**config.mk**
```make
export PLATFORM = sky130hd
export DESIGN_NAME = multicycle_controller_flat
export DESIGN_NICKNAME = d
export VERILOG_FILES = /design/src/rtl/multicycle_controller_if.sv /design/src/rtl/multicycle_controller.sv /design/src/flat_wrapper.sv
export SDC_FILE = /design/constraint.sdc
export NUM_CORES = 1
export LEC_CHECK = 0
export CAP_MARGIN = 40
export CELL_PAD_IN_SITES_DETAIL_PLACEMENT = 1
export CELL_PAD_IN_SITES_GLOBAL_PLACEMENT = 2
export CORE_ASPECT_RATIO = 1.5
export CORE_MARGIN = 8
export CORE_UTILIZATION = 23
export DETAILED_ROUTE_END_ITERATION = 16
export GPL_TIMING_DRIVEN = 0
export PLACE_DENSITY = 0.81
export SLEW_MARGIN = 30
export SYNTH_ARGS = -nofsm -noshare
export SYNTH_HDL_FRONTEND = slang
export SYNTH_SLANG_ARGS = --single-unit
```
**constraint.sdc**
```tcl
create_clock -name clk -period 2.2 [get_ports clk]
set_input_delay 0.55 -clock clk [delete_from_list [all_inputs] [get_ports clk]]
set_output_delay 0.55 -clock clk [all_outputs]
set_load 0.03 [all_outputs]
```
**src/rtl/multicycle_controller_if.sv**
```systemverilog
// Control bundle between the multicycle controller (master) and the datapath/memory (slave).
interface multicycle_controller_if;
   logic [6:0] opcode;
   logic       branch_taken;
   logic       mem_ready;
   logic       mem_req;
   logic       MemWrite;
   logic       AdrSrc;
   logic       IRWrite;
   logic       PCWrite;
   logic       RegWrite;
   logic [1:0] ResultSrc;
   logic [1:0] ALUSrcA;
   logic [1:0] ALUSrcB;
   logic [2:0] ALUOp;
   logic [2:0] ImmSrc;
   logic       illegal_instr;

   modport master (
      input  opcode, branch_taken, mem_ready,
      output mem_req, MemWrite, AdrSrc, IRWrite, PCWrite, RegWrite,
             ResultSrc, ALUSrcA, ALUSrcB, ALUOp, ImmSrc, illegal_instr
   );

   modport slave (
      output opcode, branch_taken, mem_ready,
      input  mem_req, MemWrite, AdrSrc, IRWrite, PCWrite, RegWrite,
             ResultSrc, ALUSrcA, ALUSrcB, ALUOp, ImmSrc, illegal_instr
   );
endinterface

```
**src/rtl/multicycle_controller.sv**
```systemverilog
// Moore control FSM for the multicycle RV32I core with request/ready memory handshake.
// Define RISC_ILLEGAL_TRAP_EN to trap on unknown opcodes instead of treating them as NOPs.
module multicycle_controller (
   input logic                     clk,
   input logic                     rst_n,
   multicycle_controller_if.master bus
);

   localparam logic [6:0] OpLoad   = 7'b0000011;
   localparam logic [6:0] OpStore  = 7'b0100011;
   localparam logic [6:0] OpReg    = 7'b0110011;
   localparam logic [6:0] OpImm    = 7'b0010011;
   localparam logic [6:0] OpBranch = 7'b1100011;
   localparam logic [6:0] OpJal    = 7'b1101111;
   localparam logic [6:0] OpJalr   = 7'b1100111;
   localparam logic [6:0] OpLui    = 7'b0110111;
   localparam logic [6:0] OpAuipc  = 7'b0010111;

   typedef enum logic [3:0] {
      StFetch, StDecode, StMemAdr, StMemRead, StMemWrite, StMemWb, StExecR, StExecI,
      StAluWb, StBranch, StJal, StJalr, StJalrLink, StLui, StAuipc
`ifdef RISC_ILLEGAL_TRAP_EN
      , StTrap
`endif
   } state_e;

   state_e     state_q, state_d;
   logic       mem_req, mem_write, adr_src, ir_write, pc_write, reg_write, in_trap;
   logic [1:0] result_src, alu_src_a, alu_src_b;
   logic [2:0] alu_op, imm_src;

   always_ff @(posedge clk or negedge rst_n) begin
      if (!rst_n) state_q <= StFetch;
      else        state_q <= state_d;
   end

   always_comb begin
      state_d    = state_q;
      mem_req    = 1'b0;
      mem_write  = 1'b0;
      adr_src    = 1'b0;
      ir_write   = 1'b0;
      pc_write   = 1'b0;
      reg_write  = 1'b0;
      result_src = 2'b00;
      alu_src_a  = 2'b00;
      alu_src_b  = 2'b00;
      alu_op     = 3'b000;
      case (state_q)
         StFetch: begin
            mem_req    = 1'b1;
            alu_src_b  = 2'b10;
            result_src = 2'b10;
            ir_write   = bus.mem_ready;
            pc_write   = bus.mem_ready;
            if (bus.mem_ready) state_d = StDecode;
         end
         StDecode: begin
            alu_src_a = 2'b01;
            alu_src_b = 2'b01;
            case (bus.opcode)
               OpLoad, OpStore: state_d = StMemAdr;
               OpReg:           state_d = StExecR;
               OpImm:           state_d = StExecI;
               OpBranch:        state_d = StBranch;
               OpJal:           state_d = StJal;
               OpJalr:          state_d = StJalr;
               OpLui:           state_d = StLui;
               OpAuipc:         state_d = StAuipc;
`ifdef RISC_ILLEGAL_TRAP_EN
               default:         state_d = StTrap;
`else
               default:         state_d = StFetch;
`endif
            endcase
         end
         StMemAdr: begin
            alu_src_a = 2'b10;
            alu_src_b = 2'b01;
            state_d   = bus.opcode[5] ? StMemWrite : StMemRead;
         end
         StMemRead: begin
            mem_req = 1'b1;
            adr_src = 1'b1;
            if (bus.mem_ready) state_d = StMemWb;
         end
         StMemWrite: begin
            mem_req   = 1'b1;
            adr_src   = 1'b1;
            mem_write = 1'b1;
            if (bus.mem_ready) state_d = StFetch;
         end
         StMemWb: begin
            result_src = 2'b01;
            reg_write  = 1'b1;
            state_d    = StFetch;
         end
         StExecR: begin
            alu_src_a = 2'b10;
            alu_op    = 3'b010;
            state_d   = StAluWb;
         end
         StExecI: begin
            alu_src_a = 2'b10;
            alu_src_b = 2'b01;
            alu_op    = 3'b010;
            state_d   = StAluWb;
         end
         StAluWb: begin
            reg_write = 1'b1;
            state_d   = StFetch;
         end
         StBranch: begin
            alu_src_a = 2'b10;
            alu_op    = 3'b001;
            pc_write  = bus.branch_taken;
            state_d   = StFetch;
         end
         StJal: begin
            alu_src_a = 2'b01;
            alu_src_b = 2'b10;
            pc_write  = 1'b1;
            state_d   = StAluWb;
         end
         StJalr: begin
            alu_src_a  = 2'b10;
            alu_src_b  = 2'b01;
            result_src = 2'b10;
            pc_write   = 1'b1;
            state_d    = StJalrLink;
         end
         StJalrLink: begin
            alu_src_a = 2'b01;
            alu_src_b = 2'b10;
            state_d   = StAluWb;
         end
         StLui: begin
            alu_src_a = 2'b11;
            alu_src_b = 2'b01;
            state_d   = StAluWb;
         end
         StAuipc: begin
            alu_src_a = 2'b01;
            alu_src_b = 2'b01;
            state_d   = StAluWb;
         end
         default: state_d = state_q;
      endcase
   end

   always_comb begin
      imm_src = 3'b000;
      case (bus.opcode)
         OpLoad, OpImm, OpJalr: imm_src = 3'b000;
         OpStore:               imm_src = 3'b001;
         OpBranch:              imm_src = 3'b010;
         OpJal:                 imm_src = 3'b011;
         OpLui, OpAuipc:        imm_src = 3'b100;
         default:               imm_src = 3'b000;
      endcase
   end

`ifdef RISC_ILLEGAL_TRAP_EN
   assign in_trap = (state_q == StTrap);
`else
   assign in_trap = 1'b0;
`endif

   // Outputs are forced low while reset is held, independent of the clock.
   assign bus.mem_req       = rst_n & mem_req;
   assign bus.MemWrite      = rst_n & mem_write;
   assign bus.AdrSrc        = rst_n & adr_src;
   assign bus.IRWrite       = rst_n & ir_write;
   assign bus.PCWrite       = rst_n & pc_write;
   assign bus.RegWrite      = rst_n & reg_write;
   assign bus.ResultSrc     = rst_n ? result_src : 2'b00;
   assign bus.ALUSrcA       = rst_n ? alu_src_a : 2'b00;
   assign bus.ALUSrcB       = rst_n ? alu_src_b : 2'b00;
   assign bus.ALUOp         = rst_n ? alu_op : 3'b000;
   assign bus.ImmSrc        = (rst_n && !in_trap) ? imm_src : 3'b000;
   assign bus.illegal_instr = rst_n & in_trap;

endmodule

```
**src/flat_wrapper.sv**
```systemverilog
// flat-port wrapper written by rule: the top's interface ports become plain ports
module multicycle_controller_flat 
  (clk, rst_n, bus_opcode, bus_branch_taken, bus_mem_ready, bus_mem_req, bus_MemWrite, bus_AdrSrc, bus_IRWrite, bus_PCWrite, bus_RegWrite, bus_ResultSrc, bus_ALUSrcA, bus_ALUSrcB, bus_ALUOp, bus_ImmSrc, bus_illegal_instr);
  multicycle_controller_if bus_i ();
  input logic clk;
  input logic rst_n;
  input wire logic [$bits(bus_i.opcode)-1:0] bus_opcode;
  input wire logic [$bits(bus_i.branch_taken)-1:0] bus_branch_taken;
  input wire logic [$bits(bus_i.mem_ready)-1:0] bus_mem_ready;
  output wire logic [$bits(bus_i.mem_req)-1:0] bus_mem_req;
  output wire logic [$bits(bus_i.MemWrite)-1:0] bus_MemWrite;
  output wire logic [$bits(bus_i.AdrSrc)-1:0] bus_AdrSrc;
  output wire logic [$bits(bus_i.IRWrite)-1:0] bus_IRWrite;
  output wire logic [$bits(bus_i.PCWrite)-1:0] bus_PCWrite;
  output wire logic [$bits(bus_i.RegWrite)-1:0] bus_RegWrite;
  output wire logic [$bits(bus_i.ResultSrc)-1:0] bus_ResultSrc;
  output wire logic [$bits(bus_i.ALUSrcA)-1:0] bus_ALUSrcA;
  output wire logic [$bits(bus_i.ALUSrcB)-1:0] bus_ALUSrcB;
  output wire logic [$bits(bus_i.ALUOp)-1:0] bus_ALUOp;
  output wire logic [$bits(bus_i.ImmSrc)-1:0] bus_ImmSrc;
  output wire logic [$bits(bus_i.illegal_instr)-1:0] bus_illegal_instr;
  assign bus_i.opcode = bus_opcode;
  assign bus_i.branch_taken = bus_branch_taken;
  assign bus_i.mem_ready = bus_mem_ready;
  assign bus_mem_req = bus_i.mem_req;
  assign bus_MemWrite = bus_i.MemWrite;
  assign bus_AdrSrc = bus_i.AdrSrc;
  assign bus_IRWrite = bus_i.IRWrite;
  assign bus_PCWrite = bus_i.PCWrite;
  assign bus_RegWrite = bus_i.RegWrite;
  assign bus_ResultSrc = bus_i.ResultSrc;
  assign bus_ALUSrcA = bus_i.ALUSrcA;
  assign bus_ALUSrcB = bus_i.ALUSrcB;
  assign bus_ALUOp = bus_i.ALUOp;
  assign bus_ImmSrc = bus_i.ImmSrc;
  assign bus_illegal_instr = bus_i.illegal_instr;
  multicycle_controller u_core (.clk(clk), .rst_n(rst_n), .bus(bus_i));
endmodule
```
==> results.yml <==
worst_setup_path:
  cp.arrival_ps: 1640
  critical_path_class: "register to output port"
  r2r-start: "u_core.state_q[3]"
  reg2reg_depth: 5
  cp_max_fo: 7
  critPathCaptureType: "output port"
  critPathSlowestCell: "dfrtp_2"
  crit_family: "simple AND/OR/NAND/NOR gates"
  reg2reg_setup_slack_ps: 770
  crit_cells: 5
  required_ps: 1650
  critPathBufInv: 1
  crit_path_start_kind: "register"
  cp_cell_sequence: "or2_4, nor3_4, and3_4, o21bai_1, buf_4"
  slowest_delay_ps: 470
  rr_endpoint: "u_core.state_q[3]"
global_routing:
  grt_pass1_vias: 976
  grt_start_max_net_pins: 11
  antenna_found_initial: 0
  gr-total-overflow: 0
  grt_pass1_wl_um: 4550
  grt_usage_pct: 10.1
detailed_routing:
  wl_per_cell_um: 15.1
  avgViaCountPerCell: 5.09
  via_count: 941
  dr.pass1.iters: 4
  drt-total-wl_um: 2800
  postRouteAntennaNets: 0
  drc_errors: 0
  drt-initial-drc-count: 17
power:
  worst_ir_drop_vdd_v: 0.000232
  p_per_area_mw_per_mm2: 438
  leakagePower_nw: 0.484
flow_run:
  cap_violations: 0
timing:
  setup_viol: 0
  min_period_over_period_pct: 99.7
  skew_ps: 1.03
  hold_viol: 0
  finalMaxSlewViolations: 0
  fin_ws_ps: 6.40
  setup_tns_ps: 0
  fin_crit_ps: 2190
  rsz0062_at_grt: "yes"
  fmax_mhz: 456
floorplanning:
  die_x_um: 62.2
  die-area_mm2: 0.00530
  fp.dieH_um: 85.3
  placementRows: 25
  initial_core_util_pct: 23.8
  ioPinCount: 30
  core_mm2: 0.00310
layout:
  nNetsFinal: 158
  final_core_util_pct: 36.8
  drive_gt1_share_pct: 37.2
  largest_registers: "u_core.state_q x4"
  largest_reg_flops: 4
  finalInstanceArea_mm2: 0.00114
  final_cell_mix: "13 x buf_4, 10 x o21ai_0, 9 x buf_2"
  multiInputGateArea_um2: 606
  fin_cells: 185
  nFillCells: 394
  largest-register: "u_core.state_q"
  area_delta_synth_final_pct: 54.9
  final-seq-area_um2: 104
  diodes: 0
  final_common_cell: "buf_4"
synth:
  synth_warnings: 0
  synth_largest_area_cell: "dfrtp_1"
  syn_area_per_cell_um2: 6.69
  seq_area_frac_synth_pct: 13.6
  post-synth-top-area-fraction_pct: 13.6
  synthCells: 110
  synth_area_um2: 736
  synth_cell_type_count: 38
  ys_ff_latch: 4
  synth.area.top_cells: "dfrtp_1 14%, o21ai_0 6.8%, and3_1 5.1%, nand2b_1 4.3%, nor2b_1 4.3%"
cts:
  cts-htree-levels: 1
  path_clk_slew_ps: 30
  cts_tree: "built"
  holdBufCountCts: 0
  cts_sinks: 4
  clk_latency_ps: 220
  clockBufferDepth: 2
  cts_made_buffers: 3
  root_buffer: "clkbuf_8"
placed_design:
  pre_cts_slack_ps: -1120
  dp_cells: 177
  hpwlAfterDp_um: 2140
  numPortBuffers: 26
  gp_congestion: 0.810
  dpl_cell_area_mm2: 0.00107
run_status:
  status: "complete, no violations"
min_path:
  worstHoldPathType: "primary input to async pin"
## repair_timing
item,4_1_cts,5_1_grt
resized for setup,96,19
setup buffers,3,2
setup endpoints to repair,17,11
pin swaps,1,0
## worst max-delay path by stage
stage / start / end / slack, ps
floorplan: rst_n / bus_ImmSrc[2] / 3
global placement: rst_n / bus_ImmSrc[1] / -1140
detailed placement: rst_n / bus_ImmSrc[1] / -1120
CTS: u_core.state_q[3] / bus_PCWrite / 1
global route: u_core.state_q[3] / bus_PCWrite / -50
finish: u_core.state_q[3] / bus_PCWrite / 6
## per-layer routing
layer  wire length [µm]  vias to the layer above  track usage (%)  share of wire, %
met3                149                        2             1.98               5.3
li1                   -                      461                -                 -
met5                  0                        -                0                 0
met4                 17                        0             3.41              0.61
met1               1110                      452             10.2                40
met2               1520                       26             19.8                54
## cells by family after synthesis
group                     Yosys count  synth area share, %
and+or+nand+nor                    59                 46.6
DFF                                 4                 13.6
xor gates and xnor gates            2                 3.40
buffers and inverters              15                 11.4
AOI/OAI and AO/OA                  29                 24.5
other                               1                0.510
## power by group
group          internal [mW]  total (mW)  leakage [nW]  switching, mW
combinational          0.106       0.256         0.413          0.150
clock                  0.117       0.156        0.0216         0.0392
sequential            0.0796      0.0875        0.0492        0.00783
total                  0.302       0.499         0.484          0.197
## through the flow
| stage | hold WS [ps] | power, mW |
|---|---|---|
| after floorplan | 254 | 0.252 |
| after global placement | 763 | 0.340 |
| after detailed placement | 771 | 0.344 |
| after CTS | 235 | 0.491 |
| after global routing | 247 | 0.529 |
| final | 238 | 0.499 |
## layout make-up
type	instances	share of cell area (%)
clock buffer	3	3.62
timing repair buffer	31	20.5
sequential	4	9.11
tap	40	4.39
inverter	4	1.32
multi-input combinational	92	53.1
buffer	11	7.90
## cells in the mapped netlist, drive strengths merged
cell type  instances
or3                3
nand3b             4
a22oi              3
o21a               1
nand2              8
a21boi             1
or2                1
nand3              5
and2               3
a32oi              2
o2bb2ai            1
nand2b             5
nor2               8
conb               1
o21bai             1
o21ai             10
a21oi              5
inv                4
nor4               1
nand4              3
nor3b              2
a21o               1
and3               6
clkbuf             3
buf                8
xnor2              2
nor3               5
a31oi              1
o31ai              1
dfrtp              4
o22ai              2
nor2b              5
## worst register-to-register path: stages, from the launching register on
cell and delay, ps:
dfrtp_2 470, buf_4 160, nor2_2 210, nand4_1 130
nand2b_1 150, a22oi_1 200
Power figures use the tool's default switching activity.
==> edit 1, RTL diff (same settings) <==
Build with the macro `RISC_ILLEGAL_TRAP_EN` defined.
--- a/src/rtl/multicycle_controller.sv
+++ b/src/rtl/multicycle_controller.sv
@@ -1,5 +1,7 @@
 // Moore control FSM for the multicycle RV32I core with request/ready memory handshake.
 // Define RISC_ILLEGAL_TRAP_EN to trap on unknown opcodes instead of treating them as NOPs.
+`define RISC_ILLEGAL_TRAP_EN
+
 module multicycle_controller (
    input logic                     clk,
    input logic                     rst_n,
Function: changed (Yosys sat finds a counterexample within 4 cycles, from zero or initial values and one cycle with rst_n low).
==> edit 1 against the original RTL <==
Register-to-register slack got worse by 60 ps; area after synthesis decreased by 3.9%; sequential share of layout area down 0.13 points; design area fell by 0.99%; critical path depth unchanged; sequential cell count did not move; wire length up 1.8%; setup slack better by 13 ps; highest routed layer unchanged.
Power is not compared: it rests on default switching activity, and its combinational part moved more than twofold at a synthesized area within 25%.
==> edit 1: results (changes against the original RTL) <==
<table>
<tr><th>Metric</th><th>Value</th></tr>
<tr><th colspan="2">Synth</th></tr>
<tr><td>Library cells used by synthesis</td><td>37 (was 38)</td></tr>
<tr><td>Instance count of the mapped netlist</td><td>109 (was 110)</td></tr>
<tr><td>Synthesized-area fraction occupied by xor and xnor cells</td><td>3.72% (was 3.40%)</td></tr>
<tr><td>Area contributors post-synth</td><td>sky130_fd_sc_hd__dfrtp_1, sky130_fd_sc_hd__nand3b_1, sky130_fd_sc_hd__nor2_1 (was sky130_fd_sc_hd__dfrtp_1, sky130_fd_sc_hd__o21ai_0, sky130_fd_sc_hd__and3_1)</td></tr>
<tr><th colspan="2">Setup path</th></tr>
<tr><td>CP max-delay cell</td><td>sky130_fd_sc_hd__dfrtp_1 (was sky130_fd_sc_hd__dfrtp_2)</td></tr>
<tr><td>Crit-path max FO</td><td>10 (was 7)</td></tr>
<tr><td>CP peak stage delay</td><td>390 ps (was 470 ps)</td></tr>
<tr><td>Startpoint of the worst register-to-register path</td><td>u_core.state_q[2] (was u_core.state_q[3])</td></tr>
<tr><td>Worst Reg2Reg Path Length in Cells</td><td>3 (was 5)</td></tr>
<tr><td>R2R setup slack</td><td>710 ps (was 770 ps)</td></tr>
<tr><th colspan="2">Placement</th></tr>
<tr><td>Detailed Place HPWL</td><td>2.30 mm (was 2.14 mm)</td></tr>
<tr><td>Count of input and output buffers</td><td>28 (was 26)</td></tr>
<tr><td>GP Congestion</td><td>0.780 (was 0.810)</td></tr>
<tr><td>Number of placed instances with taps included</td><td>176 (was 177)</td></tr>
<tr><th colspan="2">Pwr</th></tr>
<tr><td>Maximum ir drop on the vdd rail</td><td>0.348 mV</td></tr>
<tr><td>P_leak</td><td>between 0.4 and 0.5 nW</td></tr>
<tr><th colspan="2">STA</th></tr>
<tr><td>Worst setup skew after layout</td><td>4.22 ps (was 1.03 ps)</td></tr>
<tr><th colspan="2">Global route</th></tr>
<tr><td>Total global-route track usage</td><td>11.9% (was 10.1%)</td></tr>
<tr><td>Number of global-route vias before repair</td><td>1,102 (was 976)</td></tr>
<tr><th colspan="2">Drt</th></tr>
<tr><td>Number of violations reported at the end of detailed-routing iteration 0</td><td>4 (was 17)</td></tr>
<tr><td>Via-per-instance ratio</td><td>5.26 (was 5.09)</td></tr>
<tr><td>Mean routed wirelength per cell</td><td>15.6 µm (was 15.1 µm)</td></tr>
<tr><td>Number of iterations in the first detailed-routing pass</td><td>3 (was 4)</td></tr>
<tr><th colspan="2">Layout</th></tr>
<tr><td>Count of filler cells inserted in the layout</td><td>381 (was 394)</td></tr>
<tr><td>Share of post-route cells with drive strength above 1</td><td>34.3% (was 37.2%)</td></tr>
<tr><td>Count of nets after finishing</td><td>156 (was 158)</td></tr>
<tr><th colspan="2">Run status</th></tr>
<tr><td>Status</td><td>finished, final reports clean (unchanged)</td></tr>
</table>
[edit 1: cell types whose count changed in the layout (fill, tap and decap cells not counted), moves of 3 or more]
| cell | before | now |
|---|---|---|
| sky130_fd_sc_hd__a22oi_1 | 3 | 0 |
| sky130_fd_sc_hd__nand3b_1 | 4 | 7 |
| sky130_fd_sc_hd__o21ai_0 | 10 | 6 |
| sky130_fd_sc_hd__o211ai_1 | 0 | 3 |
| sky130_fd_sc_hd__nor2_1 | 7 | 13 |
| sky130_fd_sc_hd__and3_1 | 5 | 2 |
[edit 1: worst max-delay path by stage]
stage                      startpoint             end  slack, ps  cells past startpoint
floorplan                       rst_n  bus_ALUSrcB[1]          5                      3
global placement                rst_n  bus_ALUSrcB[1]      -1040                      5
detailed placement              rst_n  bus_ALUSrcB[1]      -1070                      5
CTS                 u_core.state_q[3]    bus_RegWrite        0.4                      5
global route        u_core.state_q[3]  bus_ALUSrcB[0]        -90                      5
finish              u_core.state_q[3]  bus_ALUSrcA[0]         20                      5
[edit 1: routing by layer]
metal | share of wire, % | vias to the layer above | global-route usage (%)
met4 | 3.5 | 0 | 7.04
li1 | - | 461 | -
met2 | 52 | 34 | 21.2
met3 | 5.8 | 9 | 2.16
met5 | 0 | - | 0
met1 | 39 | 454 | 11.6
[edit 1: repair_timing]
item                                    4_1_cts  5_1_grt
resized for setup                           107       20
pin swaps                                     2        1
endpoints found under the setup margin       18       16
setup buffers                                 3        0
[edit 1: worst max-delay path, delay by kind of cell (launching register included)]
kind | cells | cell delay (ps)
DFF | 1 | 390
AOI/OAI and AO/OA | 2 | 320
buffers and inverters | 3 | 700
[edit 1: per-stage QoR]
stage	setup WS [ps]	instance area, µm²	power [mW]	setup TNS [ps]	util (%)
after floorplan	4.76	718	0.775	0	-
after global placement	-1040	1050	1.07	-16180	36.0
after detailed placement	-1070	1050	1.08	-16550	36.0
after CTS	0.397	1130	1.23	0	38.9
after global routing	-90.6	1130	1.34	-303	38.7
final	19.0	1130	1.24	0	38.7
[edit 1: where the power goes]
group          internal, mW  total, mW  leakage [nW]  switching [mW]
sequential            0.107      0.146        0.0500          0.0392
combinational         0.360      0.934         0.422           0.574
clock                 0.117      0.157        0.0216          0.0400
total                 0.583       1.24         0.494           0.654
[edit 1: layout make-up]
cell class              instances  area (µm²)  share of cell area (%)
repair buffers                 31         241                    21.4
multi-input cells              91         594                    52.7
plain buffers                  11        90.1                    7.98
well taps                      39        48.8                    4.32
clock buffers                   3        41.3                    3.66
inverters                       3        11.3                   0.998
flip-flops and latches          4         101                    8.98
[edit 1: kinds of logic after synthesis]
kind of cell,after synthesis
AOI/OAI and AO/OA,26
buffers and inverters,14
DFF,4
and+or+nand+nor,61
xor gates and xnor gates,3
other,1
==> edit 2, RTL diff (same flow settings) <==
Made on the original files. Make the reset (`rst_n`) synchronous in one clocked block.
--- a/src/rtl/multicycle_controller.sv
+++ b/src/rtl/multicycle_controller.sv
@@ -29,7 +29,7 @@
    logic [1:0] result_src, alu_src_a, alu_src_b;
    logic [2:0] alu_op, imm_src;
 
-   always_ff @(posedge clk or negedge rst_n) begin
+   always_ff @(posedge clk) begin
       if (!rst_n) state_q <= StFetch;
       else        state_q <= state_d;
    end
Check against the original RTL: no difference found for any inputs over 10 cycles, from zero or initial values and one cycle with rst_n low; that may be too few to reach the edited logic, so the function may still have changed.
==> edit 2 against the original RTL <==
Cell count stayed put; wire length increased by 2.1%; design area fell by 6.7%; power down 27%; sequential power down 10%; count of clock-buffer cells in the layout unchanged; sequential share of layout area shrank 1.3 points; die area decreased by 0.66%; setup slack improved by 66 ps; sequential cell count unchanged; area after synthesis down 0.85%; register-to-register slack worse by 50 ps; largest power group is now clock.
==> edit 2: results (changes against the original RTL) <==
<table>
<tr><th>Metric</th><th>Value</th></tr>
<tr><th colspan="2">Placement</th></tr>
<tr><td>Area after DPL</td><td>1050 µm² (was 1070 µm²)</td></tr>
<tr><td>Detailed Place HPWL</td><td>2.33 mm (was 2.14 mm)</td></tr>
<tr><td>GP Congestion</td><td>0.795 (was 0.810)</td></tr>
<tr><td>Number of placed instances with taps included</td><td>183 (was 177)</td></tr>
<tr><th colspan="2">Synth</th></tr>
<tr><td>Library cells used by synthesis</td><td>39 (was 38)</td></tr>
<tr><td>Area contributors post-synth</td><td>sky130_fd_sc_hd__dfxtp_1, sky130_fd_sc_hd__a21oi_1, sky130_fd_sc_hd__nor2_1 (was sky130_fd_sc_hd__dfrtp_1, sky130_fd_sc_hd__o21ai_0, sky130_fd_sc_hd__and3_1)</td></tr>
<tr><td>Share of the yosys chip area belonging to registers</td><td>11.0% (was 13.6%)</td></tr>
<tr><th colspan="2">Drt</th></tr>
<tr><td>Post-Route M1 WL</td><td>1.10 mm (was 1.11 mm)</td></tr>
<tr><td>Met3 routed WL</td><td>129 µm (was 149 µm)</td></tr>
<tr><td>Mean routed wirelength per cell</td><td>15.4 µm (was 15.1 µm)</td></tr>
<tr><td>Number of violations reported at the end of detailed-routing iteration 0</td><td>30 (was 17)</td></tr>
<tr><td>Via-per-instance ratio</td><td>4.96 (was 5.09)</td></tr>
<tr><th colspan="2">Setup path</th></tr>
<tr><td>Worst Reg2Reg Path Length in Cells</td><td>6 (was 5)</td></tr>
<tr><td>Cell family contributing the most delay on the critical path</td><td>buffers and inverters (was simple AND/OR/NAND/NOR gates)</td></tr>
<tr><td>Data arrival time of the worst path</td><td>1580 ps (was 1640 ps)</td></tr>
<tr><td>Source of the critical timing path</td><td>u_core.state_q[3] (unchanged)</td></tr>
<tr><td>Timing endpoint of the critical path</td><td>bus_ALUSrcA[0] (was bus_PCWrite)</td></tr>
<tr><th colspan="2">Global route</th></tr>
<tr><td>Maximum number of pins on one net before global-route repair</td><td>12 (was 11)</td></tr>
<tr><td>GR Util met3</td><td>2.27% (was 1.98%)</td></tr>
<tr><td>Total global-route track usage</td><td>11.2% (was 10.1%)</td></tr>
<tr><td>Grt met1 use</td><td>10.3% (was 10.2%)</td></tr>
<tr><td>Global-route wire length before repair</td><td>4.69 mm (was 4.55 mm)</td></tr>
<tr><th colspan="2">STA</th></tr>
<tr><td>Maximum operating frequency</td><td>470 MHz (was 456 MHz)</td></tr>
<tr><td>Worst setup skew after layout</td><td>4.67 ps (was 1.03 ps)</td></tr>
<tr><th colspan="2">Worst hold path</th></tr>
<tr><td>Worst min path class</td><td>register to register (was input port to async pin)</td></tr>
<tr><th colspan="2">Run status</th></tr>
<tr><td>Status</td><td>finished, final reports clean (unchanged)</td></tr>
<tr><th colspan="2">Pwr</th></tr>
<tr><td>P_leak</td><td>0.443 nW (was 0.484 nW)</td></tr>
</table>
## edit 2: final cells by class
class	instances	area, µm²	share of cell area, %
Clock buffer	3	41.3	3.88
Tap cell	40	50.0	4.71
Buffer	11	80.1	7.53
Multi-Input combinational cell	95	587	55.2
Inverter	6	22.5	2.12
Timing Repair Buffer	26	200	18.8
Sequential cell	4	82.6	7.76
## edit 2: where the power goes
part           switching, mW  internal, mW  total, mW
combinational         0.0820        0.0510      0.133
sequential           0.00321        0.0752     0.0784
clock                 0.0352         0.116      0.152
total                  0.120         0.243      0.363
## edit 2: kinds of logic (layout without fill, tap and decap cells)
family,Yosys count,count (layout),share of synthesized area (%)
DFF,4,4,11.0
and+or+nand+nor,55,55,41.3
buffers and inverters,18,46,12.0
xor gates and xnor gates,2,2,2.40
AOI/OAI and AO/OA,36,36,32.8
other,1,2,0.514
## edit 2: timing repair
item                       in CTS  in global routing
pin swaps                       0                  1
hold buffers                    0                  0
gates resized for setup        73                 25
setup endpoints to repair      17                 10
